==> config.mk <==
export PLATFORM = sky130hd
export DESIGN_NAME = ant_scan_ctrl
export DESIGN_NICKNAME = d
export VERILOG_FILES = /design/src/rtl/ant_scan_pkg.sv /design/src/rtl/pow_max_track.sv /design/src/rtl/ant_scan_ctrl.sv
export SDC_FILE = /design/constraint.sdc
export NUM_CORES = 1
export LEC_CHECK = 0
export BUFFER_PORTS_ARGS = -buffer_cell sky130_fd_sc_hd__buf_2
export CAP_MARGIN = 20
export CORE_MARGIN = 2
export CORE_UTILIZATION = 50
export CTS_BUF_LIST = sky130_fd_sc_hd__clkbuf_16
export CTS_CLUSTER_DIAMETER = 100
export DETAILED_ROUTE_END_ITERATION = 6
export PLACE_DENSITY = 0.8
export REMOVE_ABC_BUFFERS = 1
export SLEW_MARGIN = 15
export SYNTH_ARGS = -nofsm -noshare
export SYNTH_HDL_FRONTEND = slang
export SYNTH_HIERARCHICAL = 1
export SYNTH_SLANG_ARGS = --single-unit
==> constraint.sdc <==
create_clock -name clk -period 6.5 [get_ports clk]
set_clock_uncertainty 0.15 [all_clocks]
set_input_delay 0.975 -clock clk [delete_from_list [all_inputs] [get_ports clk]]
set_output_delay 0.975 -clock clk [all_outputs]
set_load 0.01 [all_outputs]
==> src/rtl/ant_scan_pkg.sv <==
// Shared constants and state type for the antenna scan sequencer.
package ant_scan_pkg;

    localparam int unsigned N_ANT   = 16;
    localparam int unsigned IDX_W   = 4;
    localparam int unsigned POW_W   = 32;
    localparam int unsigned SEL_LAT = 1;

    typedef enum logic [1:0] {IDLE, SCAN, FLUSH} state_e;

endpackage

==> src/rtl/pow_max_track.sv <==
// Running maximum of tagged power samples; strict greater-than, so ties keep the earlier index.
// Outputs reflect the registered maximum merged with the sample presented this cycle.
module pow_max_track
    import ant_scan_pkg::*;
(
    input  logic             clk,
    input  logic             rst,
    input  logic             clear,
    input  logic             valid,
    input  logic [IDX_W-1:0] idx,
    input  logic [POW_W-1:0] pow,
    output logic [IDX_W-1:0] best_idx,
    output logic [POW_W-1:0] best_pow,
    output logic             found
);

    logic [IDX_W-1:0] best_idx_q;
    logic [POW_W-1:0] best_pow_q;
    logic             found_q;
    logic             upd;

    // First accepted sample always loads, even a zero power.
    assign upd      = valid && (!found_q || (pow > best_pow_q));
    assign best_idx = upd ? idx : best_idx_q;
    assign best_pow = upd ? pow : best_pow_q;
    assign found    = found_q | valid;

    always_ff @(posedge clk or posedge rst) begin
        if (rst) begin
            best_idx_q <= '0;
            best_pow_q <= '0;
            found_q    <= 1'b0;
        end else if (clear) begin
            found_q    <= 1'b0;
        end else if (upd) begin
            best_idx_q <= idx;
            best_pow_q <= pow;
            found_q    <= 1'b1;
        end
    end

endmodule

==> src/rtl/ant_scan_ctrl.sv <==
// Steps the registered 16:1 power selector through every antenna and reports the strongest
// enabled one with a single-cycle done pulse.
module ant_scan_ctrl
    import ant_scan_pkg::*;
(
    input  logic             clk,
    input  logic             rst,
    input  logic             start,
    input  logic [N_ANT-1:0] ant_mask,
    output logic [IDX_W-1:0] ant_posinfo,
    input  logic [POW_W-1:0] ant_pow,
    output logic             busy,
    output logic             done,
    output logic [IDX_W-1:0] best_idx,
    output logic [POW_W-1:0] best_pow,
    output logic             no_ant
);

    state_e           state_q, state_d;
    logic [IDX_W-1:0] posinfo_q, posinfo_d;
    logic [N_ANT-1:0] mask_q, mask_d;
    logic             v1_q, v1_d, v2_q;
    logic [IDX_W-1:0] i1_q, i1_d, i2_q;
    logic             busy_q, busy_d;
    logic             done_q, done_d;
    logic [IDX_W-1:0] best_idx_q;
    logic [POW_W-1:0] best_pow_q;
    logic             no_ant_q;
    logic             trk_clear, res_load;
    logic             trk_valid, trk_found;
    logic [IDX_W-1:0] trk_idx;
    logic [POW_W-1:0] trk_pow;

    // Stage 1 tags the index being driven; stage 2 lines up with ant_pow after SEL_LAT.
    assign trk_valid = v2_q && mask_q[i2_q];

    pow_max_track u_track (
        .clk      (clk),
        .rst      (rst),
        .clear    (trk_clear),
        .valid    (trk_valid),
        .idx      (i2_q),
        .pow      (ant_pow),
        .best_idx (trk_idx),
        .best_pow (trk_pow),
        .found    (trk_found)
    );

    always_comb begin
        state_d   = state_q;
        posinfo_d = posinfo_q;
        mask_d    = mask_q;
        v1_d      = 1'b0;
        i1_d      = i1_q;
        busy_d    = busy_q;
        done_d    = 1'b0;
        trk_clear = 1'b0;
        res_load  = 1'b0;
        unique case (state_q)
            IDLE: begin
                if (start) begin
                    state_d   = SCAN;
                    mask_d    = ant_mask;
                    trk_clear = 1'b1;
                    posinfo_d = '0;
                    v1_d      = 1'b1;
                    i1_d      = '0;
                    busy_d    = 1'b1;
                end
            end
            SCAN: begin
                if (posinfo_q == IDX_W'(N_ANT - 1)) begin
                    state_d = FLUSH;
                end else begin
                    posinfo_d = posinfo_q + IDX_W'(1);
                    v1_d      = 1'b1;
                    i1_d      = posinfo_q + IDX_W'(1);
                end
            end
            FLUSH: begin
                // Last sample sits in stage 2 once stage 1 has drained.
                if (!v1_q) begin
                    state_d  = IDLE;
                    done_d   = 1'b1;
                    busy_d   = 1'b0;
                    res_load = 1'b1;
                end
            end
            default: state_d = IDLE;
        endcase
    end

    always_ff @(posedge clk or posedge rst) begin
        if (rst) begin
            state_q    <= IDLE;
            posinfo_q  <= '0;
            mask_q     <= '0;
            v1_q       <= 1'b0;
            i1_q       <= '0;
            v2_q       <= 1'b0;
            i2_q       <= '0;
            busy_q     <= 1'b0;
            done_q     <= 1'b0;
            best_idx_q <= '0;
            best_pow_q <= '0;
            no_ant_q   <= 1'b0;
        end else begin
            state_q   <= state_d;
            posinfo_q <= posinfo_d;
            mask_q    <= mask_d;
            v1_q      <= v1_d;
            i1_q      <= i1_d;
            v2_q      <= v1_q;
            i2_q      <= i1_q;
            busy_q    <= busy_d;
            done_q    <= done_d;
            if (res_load) begin
                best_idx_q <= trk_found ? trk_idx : '0;
                best_pow_q <= trk_found ? trk_pow : '0;
                no_ant_q   <= ~|mask_q;
            end
        end
    end

    assign ant_posinfo = posinfo_q;
    assign busy        = busy_q;
    assign done        = done_q;
    assign best_idx    = best_idx_q;
    assign best_pow    = best_pow_q;
    assign no_ant      = no_ant_q;

endmodule

-- Word level (Yosys, flattened, before mapping)
Index checks and enable logic that the tools add are counted.
- logic and storage cells: 63
- input bits: 51
- output and inout bits: 43
- register bits after elaboration: 104
- bitwise gates (word level): 1
- add/sub/neg operators: 1
- reduce and logical (&&, ||, !) cells: 14
- multiplexer cells: 24
- $lt $le $gt $ge: 2
- eq/ne operators: 7
- operator list (kind ; count):
    $mux W32 ; 2
    $gt A32 B32 Y1 ; 1
    $mux W4 ; 4
    $reduce_or A16 Y1 ; 1
    $mux W1 ; 10
    $reduce_and A3 Y1 ; 3
    $ne A2 B2 Y1 const B ; 4
    $pmux W4 S2 ; 1
    $mux W2 ; 3
    $pmux W2 S3 ; 1
    $reduce_bool A2 Y1 ; 3
    $lt A4 B5 Y1 const B ; 1
    $add A4 B1 Y4 const B ; 1
    $bmux W1 S4 ; 1
    $eq A4 B4 Y1 const B ; 1
    $pmux W1 S2 ; 2
    $eq A2 B1 Y1 const B ; 1
    $eq A2 B2 Y1 const B ; 1
    $logic_and A1 B1 Y1 ; 2
    $logic_not A1 Y1 ; 2
    $logic_not A2 Y1 ; 1
    $reduce_and A2 Y1 ; 1
    $logic_or A1 B1 Y1 ; 1
    $or A1 B1 Y1 ; 1

-- Longest topological paths before layout
- depth in word-level cells: 6
- gate-level depth with buffers: 12

-- Cells and area by module
Netlist, hierarchy kept.
- by module, submodules not included (module ; area an instance (µm²) ; times used ; cells an instance):
    pow_max_track ; 2841.5 ; 1 ; 241
    ant_scan_ctrl ; 2765.2 ; 1 ; 258

-- Worst setup path after synthesis
OpenSTA, ideal clock, no wires.
- path type: input-to-reg
- start: input ant_pow[11]
- end: register best_pow_q[10] (netlist: best_pow[10])
- path slack: 3.172 ns
- arrival: 3.045 ns
- required time: 6.217 ns
- stages on the path: 10
- cell sequence: ha_1 > nand4_1 > or4_1 > a21boi_1 > a311oi_2 > nor2_4 > buf_6 > mux2_2 > nand2_1 > o21ai_0
- longest elaborated chain between the ends: 5
- ends and longest elaborated chain (item ; RTL line ; source):
    start, declared ; ant_scan_ctrl.sv:11 ; input logic [POW_W-1:0] ant_pow,
    $gt A32 B32 Y1 ; pow_max_track.sv:23 ; assign upd = valid && (!found_q || (pow > best_pow_q));
    $logic_or A1 B1 Y1 ; pow_max_track.sv:23 ;
    $logic_and A1 B1 Y1 ; pow_max_track.sv:23 ;
    $mux W32 ; - ;
    named net trk_pow[10] ; ant_scan_ctrl.sv:32 ; logic [POW_W-1:0] trk_pow;
    $mux W32 ; ant_scan_ctrl.sv:119 ; best_pow_q <= trk_found ? trk_pow : '0;
    end signal, assigned ; ant_scan_ctrl.sv:119 ;
    end, declared ; ant_scan_ctrl.sv:27 ; logic [POW_W-1:0] best_pow_q;
The timed path passes the listed nets, and every way through them passes these cells.
A chain may end at the register's enable or synchronous reset.

-- Worst setup path in the final report
- start: input ant_pow[31]
- end: register u_track.best_pow_q[28]
- longest elaborated chain between the ends: 4
- ends and longest elaborated chain (item ; RTL line ; source):
    $gt A32 B32 Y1 ; pow_max_track.sv:23 ;
    $logic_or A1 B1 Y1 ; pow_max_track.sv:23 ;
    $logic_and A1 B1 Y1 ; pow_max_track.sv:23 ;
    $mux W32 ; - ;
    end signal, assigned ; pow_max_track.sv:37 ; best_pow_q <= pow;
    end, declared ; pow_max_track.sv:18 ; logic [POW_W-1:0] best_pow_q;
Every way passes these cells.

==> results.txt <==
After detailed routing, the number of remaining DRC violations is 0. STA puts the critical path data required time at between 6 and 7 ns. After floorplanning, the core was sized to cover 10900 um^2. The average instance area after synthesis is 11.2 um^2. Counting flops with an async set or reset pin after synthesis yields a share of 1.00.

The vertical die dimension is about 110 um. The maximum achievable frequency came out at ~0.26 GHz. The H-tree was split into 3 levels. The filler cells instantiated in the layout total 926. The setup path with the least slack is of type in -> reg. In the final design database the tool counted 670 nets. TritonCTS built the clock tree.

The proportion of layout cells with a drive suffix above 1 came out at 0.359. The most common cell after layout, fill and taps aside is sky130_fd_sc_hd__dfrtp_1. Adding up every negative setup slack in the final design gives 0 ns.

The global-route wire length before repair is slightly below 20000 um. The hold violation count in the final report came out at 0. At the end of routability-driven placement, the weighted congestion stood at a little over 0.8.

For this run, the number of Yosys warnings is 6. Buffers inserted to repair hold after CTS numbered 0. The critical path's largest stage delay is around 0.59 ns. Counting distinct cell types in the post-synthesis netlist gives 44.

At the pin with the least slew margin, the transition time is 0.751 ns. The routed via count is 3903. The count of cells in the finished layout, fillers not included, comes to 731. The time the final worst path needs with I/O delays and setup is slightly below 4 ns. Of the available clock period, the critical path in the final layout requires 0.592.

The clock network latency to the later pin of the worst-skew pair is 0.34 ns. The count of cells resized by post-cts repair is 0. The post-route worst hold slack came out at between 0.2 and 0.3 ns.

The leakage power is 3.20 nW. The total iterations of the first detailed-routing run is 4. The number of buffer and inverter stages on the critical path is 2.

The number of synthesized flops with an enable pin came out at 0. The post-layout utilization of the core is 0.590. The synthesized cell area came out at between 5000 and 6000 um^2. The HPWL reported at the end of detailed placement came out at 8100 um.

Max-cap violations in this run came to 0. The initialized floorplan defines 38 standard-cell rows. The number of antenna diodes in the final layout is 0.

The buffer type at the clock tree root is sky130_fd_sc_hd__clkbuf_16. The critical path data arrival time came out at 3.92 ns. Along the worst path, the maximum fanout reaches 20. The count of pins on the block boundary came out at 94.

Dividing total power by cell area gives a power density of 522 nW/um^2. Synthesis inferred 104 register bits. The number of standard cells after synthesis is 499.

The top cell types in the final layout, fill and taps aside, are 104 x sky130_fd_sc_hd__dfrtp_1, 93 x sky130_fd_sc_hd__buf_2, 83 x sky130_fd_sc_hd__nand2_1. The number of antenna violations at the first check in global routing is 0. The maximum ir drop on the vdd rail came out at 212 uV. The routed wirelength normalized by instance count came out at around 16 um. The number of port buffers is 93. Setup repair after global routing left no endpoint under its margin. The via count of the first global-routing pass is 4145. The area of placed instances is a little over 6000 um^2. The starting DRC count in detailed routing is ~130. The slowest stage of the critical path is the sky130_fd_sc_hd__o21bai_4 cell. For this run, the leading register cell type out of synthesis is sky130_fd_sc_hd__dfrtp_1. Clock tree synthesis inserted a total of 9 buffers. The max-slew violation total from the final report is 0.

Clock tree synthesis found a total of approximately 100 sinks. For this run, the total global-route usage over all layers was measured as 0.209. The cell type group with the largest total delay on the critical path is compound AO/OA/AOI/OAI gates. The clock slew at the register clock pins of the worst setup and hold paths came out at roughly 0.07 ns. The horizontal extent of the die is 110 um. For this block, the routed nets add up to 11400 um of wire. The worst setup path is launched from a primary input. The overall power of the completed layout is 3.35 mW. The initial cell density of the core is 0.515. The signal on the critical path passes through buf_2, ha_1, nand4_2, or4_1, o21ai_0, a21oi_1, o21bai_4, buf_4, mux2_2. The area added between synthesis and finish came out at 14.5%.

The leftover overflow at the end of global routing came out at 0. The maximum number of pins on one net before global-route repair is 54. The die outline area came out at 12100 um^2.

The flow ran to the end, and the final reports show no timing, DRC or antenna violations. The residual antenna-violating net count after detailed routing came out at 0. The worst setup path is captured at a flop. The number of placed instances, taps included is approximately 710. In this run the worst hold path is classified as reg -> reg.

The sequential cell area fraction in the yosys report came out at 0.464. The final-report setup violation count is 0. The ratio of routed vias to standard cells is 5.34. The setup slack after layout came out at 2.65 ns.

Summing all non-filler instances in the final layout gives an area of 6420 um^2. The pre-CTS worst setup slack came out at 2.23 ns. In this run the post-CTS setup repair buffer count came out at 0. The number of buffers on the longest clock path is 2. The relative slew slack came out at 0.499.
## cells in the mapped netlist, types with 3 or more instances
cell type                  number  area share
sky130_fd_sc_hd__mux2i_1        4      0.0071
sky130_fd_sc_hd__dfrtp_1      104        0.46
sky130_fd_sc_hd__buf_6          6       0.012
sky130_fd_sc_hd__buf_2          6      0.0054
sky130_fd_sc_hd__buf_12         3       0.011
sky130_fd_sc_hd__nand4_1       10       0.011
sky130_fd_sc_hd__mux2_4        30       0.080
sky130_fd_sc_hd__nand3b_1       3      0.0040
sky130_fd_sc_hd__mux2_1         3      0.0060
sky130_fd_sc_hd__nand3_1        3      0.0027
sky130_fd_sc_hd__inv_1         38       0.025
sky130_fd_sc_hd__o21ai_0       46       0.041
sky130_fd_sc_hd__nor2_1         6      0.0040
sky130_fd_sc_hd__mux2_2        57        0.11
sky130_fd_sc_hd__nor2b_1        5      0.0056
sky130_fd_sc_hd__nand2_1       84       0.056
sky130_fd_sc_hd__nor4_1         4      0.0045
sky130_fd_sc_hd__ha_1          33       0.074
sky130_fd_sc_hd__a21oi_1       18       0.016
sky130_fd_sc_hd__clkbuf_1       7      0.0047
## sequential cells by signal (all words and copies together), names as in the netlist
name,count
i2_q,4
no_ant,1
i1_q,4
done,1
u_track/best_pow_q,32
u_track/found_q,1
v2_q,1
best_pow,32
busy,1
best_idx,4
state_q,2
mask_q,16
v1_q,1
u_track/best_idx_q,4
## path summary, 6_finish.rpt
check	from	slack, ns	end	cells after the start
max in group asynchronous	rst	4.68	best_pow[9]$_DFFE_PP0P_	3
worst min register to register	v1_q$_DFF_PP0_	0.26	v2_q$_DFF_PP0_	0
worst max-delay path	ant_pow[31]	2.65	u_track/best_pow_q[28]$_DFFE_PP0N_	9
min in group asynchronous	rst	0.55	best_pow[24]$_DFFE_PP0P_	2
worst max register to register	u_track/best_pow_q[31]$_DFFE_PP0N_	2.99	u_track/best_pow_q[28]$_DFFE_PP0N_	9
worst min-delay path	v1_q$_DFF_PP0_	0.26	v2_q$_DFF_PP0_	0
## worst register-to-register path, stage by stage, from the launching register on
cell	delay, ns
sky130_fd_sc_hd__dfrtp_1	0.38
sky130_fd_sc_hd__inv_1	0.06
sky130_fd_sc_hd__ha_1	0.32
sky130_fd_sc_hd__nand4_2	0.17
sky130_fd_sc_hd__or4_1	0.57
sky130_fd_sc_hd__o21ai_0	0.18
sky130_fd_sc_hd__a21oi_1	0.12
sky130_fd_sc_hd__o21bai_4	0.59
sky130_fd_sc_hd__buf_4	0.48
sky130_fd_sc_hd__mux2_2	0.38
## routing by layer
metal,wire length (um),track usage,up-vias
met5,0,0,-
met4,101,0.0570,0
met3,632,0.0551,9
met2,5860,0.372,77
met1,4850,0.249,1898
li1,-,-,1919
## final cells by class
type	count	area (um^2)	share of cell area
repair buffers	98	515	0.0803
multi-input cells	335	2690	0.419
clock buffers	9	225	0.0351
well taps	140	175	0.0273
inverters	38	143	0.0222
clock inverters	7	71.3	0.0111
flip-flops and latches	104	2600	0.405
## where the power goes
part	internal, mW	switching [mW]
clock network	0.299	0.238
logic	0.936	0.747
registers	0.915	0.217
total	2.15	1.20
## cells by family (layout without fill, tap and decap cells)
kind of cell	after synthesis	after routing	synth area share
AOI/OAI and AO/OA	78	78	0.0790
adders and majority gates	33	33	0.0736
buffers and inverters	60	152	0.0582
DFF	104	104	0.464
muxes	96	96	0.216
and+or+nand+nor	128	128	0.109
(Power assumes the default switching activity.)
